**src/rtl/l1_dcache_pkg.sv**
```systemverilog
// Shared types for the L1 data cache: controller states, line type and
// width helpers derived from the set-index width.
package dcache_types;

  localparam int OFFSET_W = 5;
  localparam int LINE_W   = 256;
  localparam int WORDS    = LINE_W / 32;

  typedef enum logic [1:0] {
    IDLE      = 2'd0,
    RESP      = 2'd1,
    WRITEBACK = 2'd2,
    ALLOCATE  = 2'd3
  } dcache_state_e;

  typedef logic [LINE_W-1:0] dcache_line_t;

  function automatic int tag_w(input int s_index);
    return 32 - s_index - OFFSET_W;
  endfunction

  function automatic int num_sets(input int s_index);
    return 1 << s_index;
  endfunction

endpackage

```
**src/rtl/l1_dcache_array.sv**
```systemverilog
// Flop-based per-set storage: one synchronous byte-masked write port, one
// asynchronous read port, optional clear on reset.
module dcache_array #(
  parameter int WIDTH    = 256,
  parameter int S_INDEX  = 3,
  parameter bit RESET_EN = 1'b0
) (
  input  logic                     clk_i,
  input  logic                     rst_i,
  input  logic                     we_i,
  input  logic [S_INDEX-1:0]       widx_i,
  input  logic [(WIDTH+7)/8-1:0]   wmask_i,
  input  logic [WIDTH-1:0]         wdata_i,
  input  logic [S_INDEX-1:0]       ridx_i,
  output logic [WIDTH-1:0]         rdata_o
);

  localparam int SETS = 1 << S_INDEX;

  logic [SETS-1:0][WIDTH-1:0] mem_q;
  logic [WIDTH-1:0]           bmask;

  always_comb begin
    bmask = '0;
    for (int i = 0; i < WIDTH; i++) bmask[i] = wmask_i[i/8];
  end

  generate
    if (RESET_EN) begin : g_rst
      always_ff @(posedge clk_i) begin
        if (rst_i) mem_q <= '0;
        else if (we_i) mem_q[widx_i] <= (mem_q[widx_i] & ~bmask) | (wdata_i & bmask);
      end
    end else begin : g_norst
      logic unused_rst;
      assign unused_rst = rst_i;
      always_ff @(posedge clk_i) begin
        if (we_i) mem_q[widx_i] <= (mem_q[widx_i] & ~bmask) | (wdata_i & bmask);
      end
    end
  endgenerate

  assign rdata_o = mem_q[ridx_i];

endmodule

```
**src/rtl/l1_dcache.sv**
```systemverilog
// Direct-mapped write-back/write-allocate L1 data cache controller.
// Optional perf counters: define DCACHE_PERF_COUNTERS_EN.
module l1_dcache
  import dcache_types::*;
#(
  parameter int S_INDEX  = 3,
  parameter int S_OFFSET = 5
) (
  input  logic         clk,
  input  logic         rst,
  input  logic         mem_read,
  input  logic         mem_write,
  input  logic [3:0]   mem_byte_enable,
  input  logic [31:0]  mem_address,
  input  logic [31:0]  mem_wdata,
  output logic         mem_resp,
  output logic [31:0]  mem_rdata,
  output logic         pmem_read,
  output logic         pmem_write,
  output logic [31:0]  pmem_address,
  output logic [255:0] pmem_wdata,
  input  logic [255:0] pmem_rdata,
  input  logic         pmem_resp
`ifdef DCACHE_PERF_COUNTERS_EN
  ,
  output logic [31:0]  hit_count,
  output logic [31:0]  miss_count,
  output logic [31:0]  wb_count
`endif
);

  localparam int TAG_W = tag_w(S_INDEX);

  dcache_state_e state_q, state_d;
  logic [31:0]   rdata_q, rdata_d;

  logic [TAG_W-1:0]   req_tag;
  logic [S_INDEX-1:0] idx;
  logic [2:0]         word;
  logic               unused_ok;

  assign req_tag   = mem_address[31 -: TAG_W];
  assign idx       = mem_address[S_OFFSET +: S_INDEX];
  assign word      = mem_address[4:2];
  assign unused_ok = ^mem_address[1:0];

  dcache_line_t     data_rd, data_wdata;
  logic [31:0]      data_wmask;
  logic             data_we;
  logic [TAG_W-1:0] tag_rd;
  logic             tag_we;
  logic             valid_rd, valid_we, valid_wd;
  logic             dirty_rd, dirty_we, dirty_wd;
  logic             hit, req;
  logic [31:0]      store_mask;

  dcache_array #(.WIDTH(LINE_W), .S_INDEX(S_INDEX), .RESET_EN(1'b0)) u_data (
    .clk_i(clk), .rst_i(rst), .we_i(data_we), .widx_i(idx), .wmask_i(data_wmask),
    .wdata_i(data_wdata), .ridx_i(idx), .rdata_o(data_rd)
  );

  dcache_array #(.WIDTH(TAG_W), .S_INDEX(S_INDEX), .RESET_EN(1'b0)) u_tag (
    .clk_i(clk), .rst_i(rst), .we_i(tag_we), .widx_i(idx), .wmask_i('1),
    .wdata_i(req_tag), .ridx_i(idx), .rdata_o(tag_rd)
  );

  dcache_array #(.WIDTH(1), .S_INDEX(S_INDEX), .RESET_EN(1'b1)) u_valid (
    .clk_i(clk), .rst_i(rst), .we_i(valid_we), .widx_i(idx), .wmask_i(1'b1),
    .wdata_i(valid_wd), .ridx_i(idx), .rdata_o(valid_rd)
  );

  dcache_array #(.WIDTH(1), .S_INDEX(S_INDEX), .RESET_EN(1'b1)) u_dirty (
    .clk_i(clk), .rst_i(rst), .we_i(dirty_we), .widx_i(idx), .wmask_i(1'b1),
    .wdata_i(dirty_wd), .ridx_i(idx), .rdata_o(dirty_rd)
  );

  assign hit        = valid_rd && (tag_rd == req_tag);
  assign req        = mem_read | mem_write;
  assign store_mask = 32'(mem_byte_enable) << {word, 2'b00};

  // Writes take priority over reads: when both are held the address is the store's.
  always_comb begin
    state_d    = state_q;
    rdata_d    = rdata_q;
    data_we    = 1'b0;
    data_wmask = '0;
    data_wdata = '0;
    tag_we     = 1'b0;
    valid_we   = 1'b0;
    valid_wd   = 1'b0;
    dirty_we   = 1'b0;
    dirty_wd   = 1'b0;
    case (state_q)
      IDLE: begin
        if (req) begin
          if (hit) begin
            state_d = RESP;
            if (mem_write) begin
              data_we    = 1'b1;
              data_wmask = store_mask;
              data_wdata = {WORDS{mem_wdata}};
              dirty_we   = 1'b1;
              dirty_wd   = 1'b1;
            end else begin
              rdata_d = data_rd[{word, 5'd0} +: 32];
            end
          end else if (valid_rd && dirty_rd) begin
            state_d = WRITEBACK;
          end else begin
            state_d = ALLOCATE;
          end
        end
      end
      RESP: state_d = IDLE;
      WRITEBACK: begin
        if (pmem_resp) begin
          dirty_we = 1'b1;
          dirty_wd = 1'b0;
          state_d  = ALLOCATE;
        end
      end
      ALLOCATE: begin
        if (pmem_resp) begin
          data_we    = 1'b1;
          data_wmask = '1;
          data_wdata = pmem_rdata;
          tag_we     = 1'b1;
          valid_we   = 1'b1;
          valid_wd   = 1'b1;
          dirty_we   = 1'b1;
          dirty_wd   = 1'b0;
          state_d    = IDLE;
        end
      end
      default: state_d = IDLE;
    endcase
  end

  always_ff @(posedge clk) begin
    if (rst) begin
      state_q <= IDLE;
      rdata_q <= '0;
    end else begin
      state_q <= state_d;
      rdata_q <= rdata_d;
    end
  end

  assign mem_resp   = (state_q == RESP);
  assign mem_rdata  = rdata_q;
  assign pmem_read  = (state_q == ALLOCATE);
  assign pmem_write = (state_q == WRITEBACK);
  assign pmem_wdata = (state_q == WRITEBACK) ? data_rd : '0;

  always_comb begin
    pmem_address = '0;
    if (state_q == WRITEBACK)     pmem_address = {tag_rd, idx, {S_OFFSET{1'b0}}};
    else if (state_q == ALLOCATE) pmem_address = {req_tag, idx, {S_OFFSET{1'b0}}};
  end

`ifdef DCACHE_PERF_COUNTERS_EN
  logic        filled_q;
  logic [31:0] hit_q, miss_q, wb_q;
  logic        enter_resp, enter_miss, wb_done;

  assign enter_resp = (state_q == IDLE) && (state_d == RESP);
  assign enter_miss = (state_q == IDLE) && ((state_d == WRITEBACK) || (state_d == ALLOCATE));
  assign wb_done    = (state_q == WRITEBACK) && pmem_resp;

  // filled_q marks that the next RESP completes a request that just missed.
  always_ff @(posedge clk) begin
    if (rst) begin
      filled_q <= 1'b0;
      hit_q    <= '0;
      miss_q   <= '0;
      wb_q     <= '0;
    end else begin
      if ((state_q == ALLOCATE) && pmem_resp) filled_q <= 1'b1;
      else if (enter_resp)                    filled_q <= 1'b0;
      if (enter_resp && !filled_q && (hit_q != '1)) hit_q  <= hit_q + 32'd1;
      if (enter_miss && (miss_q != '1))             miss_q <= miss_q + 32'd1;
      if (wb_done && (wb_q != '1))                  wb_q   <= wb_q + 32'd1;
    end
  end

  assign hit_count  = hit_q;
  assign miss_count = miss_q;
  assign wb_count   = wb_q;
`endif

endmodule

```
**config.mk**
```make
export PLATFORM = sky130hd
export DESIGN_NAME = l1_dcache
export DESIGN_NICKNAME = d
export VERILOG_FILES = /design/src/rtl/l1_dcache_pkg.sv /design/src/rtl/l1_dcache_array.sv /design/src/rtl/l1_dcache.sv
export SDC_FILE = /design/constraint.sdc
export NUM_CORES = 2
export LEC_CHECK = 0
export BUFFER_PORTS_ARGS = -buffer_cell sky130_fd_sc_hd__buf_2
export CAP_MARGIN = 40
export CORE_UTILIZATION = 30
export DETAILED_ROUTE_END_ITERATION = 7
export PLACE_DENSITY_LB_ADDON = 0.15
export REMOVE_ABC_BUFFERS = 1
export SYNTH_ARGS = -nofsm -noshare
export SYNTH_HDL_FRONTEND = slang
export SYNTH_SLANG_ARGS = --single-unit
```
**constraint.sdc**
```tcl
create_clock -name clk -period 17.9 [get_ports clk]
set_input_delay 3.58 -clock clk [delete_from_list [all_inputs] [get_ports clk]]
set_output_delay 3.58 -clock clk [all_outputs]
set_load 0.01 [all_outputs]
```
After elaboration in Yosys (flattened, before gate mapping):

Cells that the tools add are included.

* muxes and demuxes: 45
* add/sub/neg operators: 0
* shifts and indexed selects: 2
* eq/ne operators: 7
* multiply operators: 0
* magnitude comparators: 2
* reduce and logical (&&, ||, !) cells: 7
* div/mod/pow operators: 0
* bitwise operators: 6

Operators with widths (number)
* $bwmux 2048: 1
* $mux 256: 7
* $bmux 256 s3: 1
* $demux 256 s3: 1
* $and 256x256->256: 2
* $pmux 256 s2: 1
* $not 256->256: 1
* $or 256x256->256: 1
* $shiftx 256x9->32: 1
* $bwmux 192: 1
* $mux 32: 6
* $bmux 24 s3: 1
* $demux 24 s3: 1
* $pmux 32 s2: 1
* $mux 24: 2
* $shl 4x5->32: 1
* $eq 24x24->1: 1
* $bwmux 8: 2
* $mux 1: 10
* $mux 2: 4
* $pmux 2 s4: 1
* $bmux 1 s3: 2
* $eq 2x2->1 const B: 2
* $lt 3x4->1 const B: 1
* other kinds (13): 17

* memory bits (read-only): 0
* output and inout bits: 323
* bits in latches: 0
* memory bits (writable): 0
* register bits after elaboration: 2290
* bits of input ports: 329
* memories: 0

Depth between registers and ports, before layout:

* depth after elaboration: 11
* depth in mapped cells: 17
* gate-level depth less buffers: 8

Cells and area by module:

Synthesis repeated with hierarchy kept, for this count alone.

* cells, all modules: 7258
* area total of the unflattened synthesis: 113929.3 sq um

Modules (own cells, without submodules)
* dcache_array (u_data): area each 95354.0 sq um, cells an instance 5281, seq. area each 61499.0 sq um, instances 1
* dcache_array (u_tag): area each 9077.5 sq um, cells an instance 508, seq. area each 5765.5 sq um, instances 1
* l1_dcache: area each 8490.6 sq um, cells an instance 1369, seq. area each 680.7 sq um, instances 1
* dcache_array (u_valid): area each 505.5 sq um, cells an instance 50, seq. area each 160.2 sq um, instances 1
* dcache_array (u_dirty): area each 501.7 sq um, cells an instance 50, seq. area each 160.2 sq um, instances 1

Least setup slack after synthesis:

Ideal clock, no wire load.

* path kind: input -> register
* from: in mem_address[5]
* to: reg u_data.mem_q[0] (netlist name) (enable)
* arrival time: 16934 ps
* path slack: 87 ps
* stages on the path: 15
* required time: 17021 ps
* buffers on the path: 7
* path through: buf_6 -> buf_6 -> buf_2 -> buf_4 -> buf_4 -> mux2_2 -> o22ai_1 -> nor3_1 -> nor3_1 -> nand4b_1 -> nor4b_2 -> buf_2 -> buf_2 -> o21bai_1 -> nor2_1

* longest elaborated chain between the ends: 7

RTL lines
* from (decl): RTL line l1_dcache.sv:14 `input logic [31:0] mem_address,`
* $bmux 24 s3
* $mux 24 (implied by the code): RTL line l1_dcache_array.sv:43 `assign rdata_o = mem_q[ridx_i];`
* $eq 24x24->1: RTL line l1_dcache.sv:77 `assign hit = valid_rd && (tag_rd == req_tag);`
* $logic_and 1x1->1 *: RTL line l1_dcache.sv:77
* $mux 1 *: RTL line l1_dcache.sv:96 `if (hit) begin`
* $mux 1 *: RTL line l1_dcache.sv:95 `if (req) begin`
* $pmux 1 s2 *: RTL line l1_dcache.sv:93 `case (state_q)`
* to (signal, indexed assignment): RTL line l1_dcache_array.sv:38 `if (we_i) mem_q[widx_i] <= (mem_q[widx_i] & ~bmask) | (wdata_i & bmask);`
* to (decl): RTL line l1_dcache_array.sv:20 `logic [SETS-1:0][WIDTH-1:0] mem_q;`

Every way passes the cells marked *; elsewhere a longest branch is shown, timed or not. The select of a mux whose other input is x is not followed.
A chain may end at the register's enable or synchronous reset.

Final worst setup path:

* from: in mem_address[5]
* to: out pmem_wdata[38]

* longest elaborated chain between the ends: 3

RTL lines
* $bmux 256 s3: RTL line l1_dcache_array.sv:43
* $mux 256 (implied by the code): RTL line l1_dcache_array.sv:43
* $mux 256: RTL line l1_dcache.sv:153 `assign pmem_wdata = (state_q == WRITEBACK) ? data_rd : '0;`
* to (decl): RTL line l1_dcache.sv:21 `output logic [255:0] pmem_wdata,`

No other way between the ends. The select of a mux whose other input is x is not followed.

==> flow_metrics.env <==
export IMPL_clock_latency_ns=0.90
export IMPL_mostFrequentLayoutCell="edfxtp_1"
export IMPL_routed_wl_mm=379
export IMPL_finalSetupViolCount=0
export IMPL_cts_tree="done"
export IMPL_grt_pass1_vias=59928
export IMPL_violations="design-rule violations"
export IMPL_critPathRequiredTime_ns=14.32
export IMPL_htreeDepth=5
export IMPL_fillers=29468
export IMPL_synth_edff_count=2240
export IMPL_antenna_left=0
export IMPL_status="finished with violations"
export IMPL_avgSynthCellArea_um2=15.8
export IMPL_rows=204
export IMPL_drive_gt1_frac=0.232
export IMPL_peakVddDrop_mv=0.0732
export IMPL_maxCapViolations=0
export IMPL_start_util=0.302
export IMPL_layout_nets=6915
export IMPL_dr_first_iter_drc_count=6777
export IMPL_drc_errors=140
export IMPL_post_cts_resized=0
export IMPL_min_path_type="flip-flop to flip-flop"
export IMPL_tns_ns=0
export IMPL_drtPass1Iterations=7
export IMPL_crit_path_end_kind="output pin"
export IMPL_cp_max_fo=48
export IMPL_p_leak_nw=36.0
export IMPL_hold_buffers=0
export IMPL_vias=61870
export IMPL_pwr_density_cell_mw_per_mm2=120
export IMPL_yosys_cell_types_count=77
export IMPL_antenna_found_initial=54
export IMPL_root_buffer="clkbuf_16"
export IMPL_synthCells=5890
export IMPL_hpwl_mm=226
export IMPL_viasPerCell=5.66
export IMPL_clk_pin_slew_worst_paths_ns=0.06
export IMPL_grt_util_all_layers=0.234
export IMPL_final_hold_violation_count=0
export IMPL_synth_area_leaders="edfxtp_1, a22oi_1, mux2_2, a31oi_1, a221oi_1"
export IMPL_core_area_mm2=0.309
export IMPL_grt_start_max_net_pins=104
export IMPL_clockBufferDepth=4
export IMPL_seq_area_frac_synth=0.732
export IMPL_skew_ns=0.0519
export IMPL_crit_path_max_incr_delay_ns=0.73
export IMPL_rsz0062_at_grt="false"
export IMPL_mappedNetlistArea_mm2=0.0932
export IMPL_rr_worst_depth=13
export IMPL_clock_sinks=2290
export IMPL_hold_ws_ns=0.463
export IMPL_crit_type="input pin to output pin"
export IMPL_holdCritStartpoint="mem_rdata[26]"
export IMPL_synth_seq_cells=2290
export IMPL_die_y_um=559
export IMPL_pre_cts_ws_ns=6.37
export IMPL_area_growth_pct=19.4
export IMPL_timing_fmax_mhz=87.7
export IMPL_arrival_ns=7.83
export IMPL_final_cell_mix="edfxtp_1, buf_2, a22oi_1"
export IMPL_yosys_area_top_type_share=0.722
export IMPL_period_needed_ns=11.41
export IMPL_port_buffers=644
export IMPL_min_path_cells=2
export IMPL_grt_pass1_wl_mm=515
export IMPL_synth_top_cell_by_area="edfxtp_1"
export IMPL_rr_endpoint="u_data.mem_q[1996]"
export IMPL_tightestPinTransition_ns=1.22
export IMPL_yosys_warnings=0
export IMPL_cpMaxStageDelayCell="a31oi_1"
export IMPL_relSlewSlack=0.186
export IMPL_slew_violations=0
export IMPL_hold_path_end="mem_rdata[26]"
export IMPL_die_area_mm2=0.313
export IMPL_fin_crit_sh=0.637
export IMPL_worstPathCellList="buf_8 > buf_4 > nor3b_2 > buf_4 > buf_4 > a22oi_1 > a31oi_1 > buf_2"
export IMPL_place_congestion=0.774
export IMPL_ioPinCount=652
export IMPL_ff2ff_setup_slack_ns=11.65
export IMPL_setup_slack_ns=6.49
export IMPL_ys_flop_type="edfxtp_1"
export IMPL_routedWlPerCell_um=34.7
export IMPL_cts_buffers=271
export IMPL_start_kind="input pin"
export IMPL_post_cts_repair_setup_buffers=0
export IMPL_cp_common_cell="buf_4"
export IMPL_die_w_um=559
export IMPL_overflow=0
export IMPL_async_reset_ff_frac=0
export IMPL_r2r_start="u_tag.mem_q[140]"
[critical path, delay by kind of cell]
family                 cells  cell delay, ns
and+or+nand+nor            1            0.39
AOI/OAI and AO/OA          2            0.95
buffers and inverters      5            2.70
[routing by layer]
metal | up-vias | global-route usage | part of all wire
li1 | 25810 | - | -
met1 | 32801 | 0.331 | 0.44
met2 | 2763 | 0.370 | 0.46
met3 | 482 | 0.0379 | 0.073
met4 | 14 | 0.0684 | 0.029
met5 | - | 0 | 0.00027
[area by class of cell]
cell class | count | area (µm²) | share of cell area
diodes | 27 | 67.6 | 0.000607
clock buffers | 354 | 7230 | 0.0649
clock inverters | 126 | 1300 | 0.0117
inverters | 18 | 90.1 | 0.000809
multi-input cells | 3122 | 23200 | 0.208
flip-flops and latches | 2290 | 68300 | 0.613
well taps | 4120 | 5150 | 0.0463
repair buffers | 879 | 6080 | 0.0546
[cells in the mapped netlist, types with 26 or more instances]
cell type     n
buf_2       117
a31oi_1     321
a22o_1      118
a221oi_1    215
a22oi_1     559
mux2_2      185
mux4_2       71
nor2_1      175
nand4_1      38
edfxtp_1   2240
a21oi_1      57
nand2_1     324
mux2i_1     157
clkbuf_1    239
dfxtp_1      50
o21ai_0      73
nand3_1     139
o22ai_1      36
buf_1        83
and2_1      126
a211oi_1    228
nor3_1       26
a21o_1       39
[state kept, by name (all words and copies together), names as in the netlist]
register and count:
mem_rdata 32, state_q 2, u_data.mem_q 2048, u_dirty.mem_q 8, u_tag.mem_q 192, u_valid.mem_q 8
[cell families (layout without fill, tap and decap cells)]
kind of cell    Yosys count  after routing  share of synthesized area
flops                  2290           2290                      0.732
compound gates         1757           1757                      0.139
simple gates            936            936                     0.0487
buf+inv                 482           1377                     0.0222
mux                     414            414                     0.0566
xor+xnor                  6              6                   0.000564
fa+ha+maj                 4              4                   0.000537
other cells               1             32                  0.0000402
[power breakdown]
part / switching [W] / leakage, nW / total (W) / internal, W
sequential: 0.0000117 / 20.6 / 0.00617 / 0.00616
combinational: 0.00132 / 11.2 / 0.00182 / 0.000498
clock: 0.00229 / 4.14 / 0.00539 / 0.00311
[metrics by stage]
stage | instances | total power, W | utilization | instance area [µm²]
2_1_floorplan | 5430 | 0.00716 | - | 91200
3_3_place_gp | 10369 | 0.00803 | 0.328 | 101000
3_5_place_dp | 10428 | 0.00811 | 0.332 | 103000
4_1_cts | 10908 | 0.0135 | 0.360 | 111000
5_1_grt | 10916 | 0.0138 | 0.360 | 111000
6_report | 10936 | 0.0134 | 0.360 | 111000
[how the worst max path moves through the flow]
stage	start	slack (ns)	end
floorplan	mem_address[7]	-14.84	u_data.mem_q[1536]
global placement	mem_address[5]	6.09	u_data.mem_q[1484]
detailed placement	mem_address[5]	6.37	pmem_wdata[140]
CTS	mem_address[5]	6.37	pmem_wdata[140]
global route	mem_address[5]	6.37	pmem_wdata[140]
finish	mem_address[5]	6.49	pmem_wdata[38]
Power figures use the tool's default switching activity.
